`src/rtl/rst_seq_ctrl.sv`:
```
// rtl/rst_seq_ctrl.sv - reset synchronizer and staggered release sequencer with software reset handshake
module rst_seq_ctrl #(
    parameter int SYNC_STAGES = 2,
    parameter int HOLD_CYCLES = 16,
    parameter int STAGGER     = 4,
    parameter int NUM_OUT     = 3
) (
    input  logic               clk,
    input  logic               reset,
    input  logic               sw_rst_req_i,
    output logic               sw_rst_ack_o,
    output logic [NUM_OUT-1:0] rst_o,
    output logic               busy_o
);

    localparam int MAX_CNT = (HOLD_CYCLES > STAGGER) ? HOLD_CYCLES : STAGGER;
    localparam int CW      = $clog2(MAX_CNT + 1);
    localparam int SW      = SYNC_STAGES - 1;

    typedef enum logic [2:0] {
        SYNC,
        HOLD,
        RELEASE,
        RUN,
        ACK
    } state_t;

    state_t             state;
    state_t             state_nxt;
    logic [CW-1:0]      cnt;
    logic [CW-1:0]      cnt_nxt;
    logic [NUM_OUT-1:0] rst_nxt;
    logic [NUM_OUT-1:0] rst_shift;
    logic               busy_nxt;
    logic               ack_nxt;
    logic               sw_seq;
    logic               sw_seq_nxt;
    logic               step;
    logic [SW-1:0]      sync_q;
    logic               sync_done;

    // The SYNC state register acts as the final synchronizer stage, so the
    // explicit chain is one flop shorter than SYNC_STAGES.
    always_ff @(posedge clk or negedge reset) begin
        if (!reset) begin
            sync_q <= '0;
        end else begin
            sync_q <= (sync_q << 1) | SW'(1);
        end
    end

    assign sync_done = sync_q[SW-1];

    // Outputs release lowest index first by shifting a zero in from bit 0.
    assign rst_shift = rst_o << 1;
    assign step      = ((state == HOLD)    && (cnt == CW'(HOLD_CYCLES - 1))) ||
                       ((state == RELEASE) && (cnt == CW'(STAGGER - 1)));

    always_comb begin
        state_nxt  = state;
        cnt_nxt    = cnt + CW'(1);
        rst_nxt    = rst_o;
        ack_nxt    = sw_rst_ack_o;
        sw_seq_nxt = sw_seq;
        case (state)
            SYNC: begin
                cnt_nxt = '0;
                if (sync_done) begin
                    state_nxt = HOLD;
                end
            end
            HOLD, RELEASE: begin
                if (step) begin
                    cnt_nxt = '0;
                    rst_nxt = rst_shift;
                    if (rst_shift == '0) begin
                        state_nxt = sw_seq ? ACK : RUN;
                        ack_nxt   = sw_seq;
                    end else begin
                        state_nxt = RELEASE;
                    end
                end
            end
            RUN: begin
                cnt_nxt = '0;
                if (sw_rst_req_i) begin
                    state_nxt  = HOLD;
                    rst_nxt    = '1;
                    sw_seq_nxt = 1'b1;
                end
            end
            ACK: begin
                cnt_nxt = '0;
                if (!sw_rst_req_i) begin
                    state_nxt  = RUN;
                    ack_nxt    = 1'b0;
                    sw_seq_nxt = 1'b0;
                end
            end
            default: begin
                state_nxt = SYNC;
                cnt_nxt   = '0;
            end
        endcase
        busy_nxt = |rst_nxt;
    end

    always_ff @(posedge clk or negedge reset) begin
        if (!reset) begin
            state        <= SYNC;
            cnt          <= '0;
            rst_o        <= '1;
            busy_o       <= 1'b1;
            sw_rst_ack_o <= 1'b0;
            sw_seq       <= 1'b0;
        end else begin
            state        <= state_nxt;
            cnt          <= cnt_nxt;
            rst_o        <= rst_nxt;
            busy_o       <= busy_nxt;
            sw_rst_ack_o <= ack_nxt;
            sw_seq       <= sw_seq_nxt;
        end
    end

endmodule

```
`config.mk`:
```
export PLATFORM = sky130hd
export DESIGN_NAME = rst_seq_ctrl
export DESIGN_NICKNAME = d
export VERILOG_FILES = /design/src/rtl/rst_seq_ctrl.sv
export SDC_FILE = /design/constraint.sdc
export NUM_CORES = 1
export LEC_CHECK = 0
export ABC_AREA = 1
export ABC_CLOCK_PERIOD_IN_PS = 4890
export CAP_MARGIN = 20
export CORE_MARGIN = 1
export CORE_UTILIZATION = 40
export CTS_CLUSTER_SIZE = 16
export DETAILED_ROUTE_END_ITERATION = 12
export SLEW_MARGIN = 30
export SYNTH_ARGS = -nofsm -noshare
export SYNTH_HDL_FRONTEND = slang
export SYNTH_SLANG_ARGS = --single-unit
```
`constraint.sdc`:
```
create_clock -name clk -period 4.89 [get_ports clk]
set_clock_uncertainty 0.1 [all_clocks]
set_input_delay 0.7335 -clock clk [delete_from_list [all_inputs] [get_ports clk]]
set_output_delay 0.7335 -clock clk [all_outputs]
set_load 0.1 [all_outputs]
```
==> summary.md <==
| Metric | Value |
|---|---|
| Post-CTS resize count | 0 |
| Antenna violations before repair | 0 |
| Metal-1 WL | 686 um |
| GRT Util Overall | 17.27% |
| Vias/cell | 4.727 |
| Met2 routed WL | 640 um |
| Final HPWL DP | 1061 um |
| # setup viols final | 0 |
| Delay-heaviest family, CP | buffers and inverters |
| Mapped Cells | 92 |
| H-Tree Level Count | 1 |
| Diode count | 0 |
| Syn Nets | 97 |
| Hold WC Path Type | reg2reg |
| CTS tree | built |
| #FFs+latches synth | 15 |
| Cell Area, Synth | 770.7 um^2 |
| Antenna Nets Post-Route | 0 |
| Final hold vios | 0 |
| Initial core utilization | 43.69% |
| Synthesis Warnings | 0 |
| Max-slew violations | 0 |
| Port-buffer cells | 7 |
| Combinational share of power | 56.2% |
| Detailed-route via count | 605 |
| Commonest non-fill, non-tap cell in the layout | nand2_1 |
| RSZ-0062 raised after global routing | false |
| Worst-path cell chain | clkdlybuf4s50_1 |
| Crit Path Max Fanout | 4 |
| Pint | 0.0003087 W |
| Setup TNS | 0 ns |
| Die W | 45.90 um |
| Remaining Overflow, GRT | 0 |
| Leakage | 0.4393 nW |
| Placer congestion estimate | 0.7900 |
| Vias in the first global route | 537 |
| Filler instances | 174 |
| Switching Power | 0.0003437 W |
| Tmin final | 2.821 ns |
| VDD IR max | 0.0003372 V |
| CTS Root Cell | clkbuf_4 |
| Sequential Power Share | 32.5% |
| Syn-to-layout area delta | 16.56% |
| Worst EP required | 4.06 ns |
| Fmax | 354.5 MHz |
| Pwr Total | 0.0006524 W |
| Layout cell share with drive strength beyond 1 | 17.48% |
| CP Data Arrival Time | 1.99 ns |
| I/O pins | 8 |
| WL met3 | 41 um |
| Power Density | 726.2 nW/um^2 |
| Crit share post-route | 57.69% |
| Largest net degree at the start of global routing | 16 |
| Avg Cell Area, Syn | 8.378 um^2 |
| CTS Buf Count | 3 |
| Post-CTS Hold Buffers | 0 |
| CP max stage delay | 1.13 ns |
| Clock buffer depth | 2 |
| Post-synthesis cell type count | 22 |
| Row count | 15 |
| Core area | 1764 um^2 |
| Fin nets | 109 |
| Worst-Margin Slew | 0.9665 ns |
| Starting DRT DRC Count | 12 |
| TritonRoute pass-1 iters | 4 |
| Worst Setup End Kind | output port |
| Top Layer Used | met4 |
| Chip height | 45.90 um |
| Sw frac | 52.68% |
| Status | finished, final reports clean |
| Normalized max-slew margin | 35.37% |
| Setup bufs post-CTS | 0 |
| Clock power frac | 11.3% |
| Max cap viols | 0 |
| Final wirelength | 1407 um |
| WL per Instance | 10.99 um |
| Crit-path slowest cell | clkdlybuf4s50_1 |
| Register area share after synthesis | 49.35% |
| WP buf/inv | 1 |
| Startpoint Class | register |
| Commonest non-fill, non-tap cells in the layout | nand2_1 (17), nor2_1 (14), inv_1 (12), dfrtp_1 (11), clkdlybuf4s50_1 (7) |
| Clock slew at reported path FFs | 0.09 ns |
| Die ar. | 2106 um^2 |
| First-pass GRT wire length | 2470 um |
| Residual DRC count | 0 |
| TritonCTS Sinks | 15 |
| Clk_lat worst skew | 0.29 ns |
| Critical path type | reg2out |
flip-flops by register name (all words and copies together), names as in the netlist:
signal	flops
rst_o	3
cnt	5
state	3
busy_o	1
sync_done	1
sw_seq	1
sw_rst_ack_o	1
worst reg2reg max path, delay by kind of cell, from the launching register on:
family	cells	cell delay (ns)
and+or+nand+nor	9	0.92
DFF	1	0.39
adders and majority gates	2	0.38
through the flow:
| stage | cells | hold WS [ns] | setup slack [ns] | cell area [um^2] | utilization, % |
|---|---|---|---|---|---|
| 2_1_floorplan | 92 | 0.3310 | 3.163 | 770.7 | - |
| 3_3_place_gp | 124 | 0.3514 | 2.403 | 872.1 | 49.43 |
| 3_5_place_dp | 124 | 0.3643 | 2.392 | 872.1 | 49.43 |
| 4_1_cts | 128 | 0.3768 | 2.064 | 898.4 | 50.92 |
| 5_1_grt | 128 | 0.4139 | 2.033 | 898.4 | 50.92 |
| 6_report | 128 | 0.3764 | 2.069 | 898.4 | 50.92 |
cell usage after synthesis (all sizes together):
cell type | n | share of area [%]
ha | 2 | 3.2
inv | 15 | 7.3
nand3 | 9 | 9.4
nor2 | 15 | 7.6
a311oi | 1 | 1.1
o22ai | 2 | 1.6
conb | 1 | 0.49
a21oi | 2 | 1.3
nand3b | 1 | 0.97
nand4 | 1 | 0.81
dfrtp | 11 | 36
nor3b | 1 | 0.97
dfstp | 4 | 14
o21ai | 6 | 3.9
nand2 | 20 | 11
xor2 | 1 | 1.1
power groups by stage:
stage | clock network [W] | logic, W | registers [W]
2_1_floorplan | 0 | 0.000168 | 0.000336
3_3_place_gp | 0 | 0.000365 | 0.000211
3_5_place_dp | 0 | 0.000367 | 0.000214
4_1_cts | 0.0000749 | 0.000368 | 0.000212
5_1_grt | 0.0000813 | 0.000404 | 0.000218
6_report | 0.0000738 | 0.000367 | 0.000212
final timing paths:
kind,startpoint,endpoint,slack (ns),cells after the start
worst max-delay path,rst_o[1],rst_o[1],2.07,1
worst min-delay path,cnt[0],cnt[0],0.38,1
worst max register to register,cnt[0],busy_o,3.04,11
worst min register to register,cnt[0],cnt[0],0.38,1
max in group asynchronous,reset,state[2],3.53,1
min in group asynchronous,reset,sw_rst_ack_o,0.74,1
layer usage:
metal,vias to the layer above,track usage (%)
met2,10,23.94
li1,314,-
met4,0,10.59
met3,4,3.571
met5,-,0
met1,277,24.37
layout make-up:
cell class	instances	area [um^2]	share of cell area (%)
Sequential cell	15	380.4	42.34
Multi-Input combinational cell	62	334.1	37.19
Timing Repair Buffer	7	70.07	7.799
Inverter	15	56.30	6.267
Tap cell	25	31.28	3.482
Clock buffer	4	26.28	2.925
cell families (layout without fill, tap and decap cells):
| group | Yosys count | after routing | synth area share (%) |
|---|---|---|---|
| other | 1 | 1 | 0.4865 |
| DFF | 15 | 15 | 49.35 |
| and+or+nand+nor | 47 | 47 | 30.52 |
| buffers and inverters | 15 | 26 | 7.305 |
| adders and majority gates | 2 | 2 | 3.246 |
| AOI/OAI and AO/OA | 11 | 11 | 7.955 |
| xor gates and xnor gates | 1 | 1 | 1.137 |
Note: power is estimated with default switching activity, not from simulation.
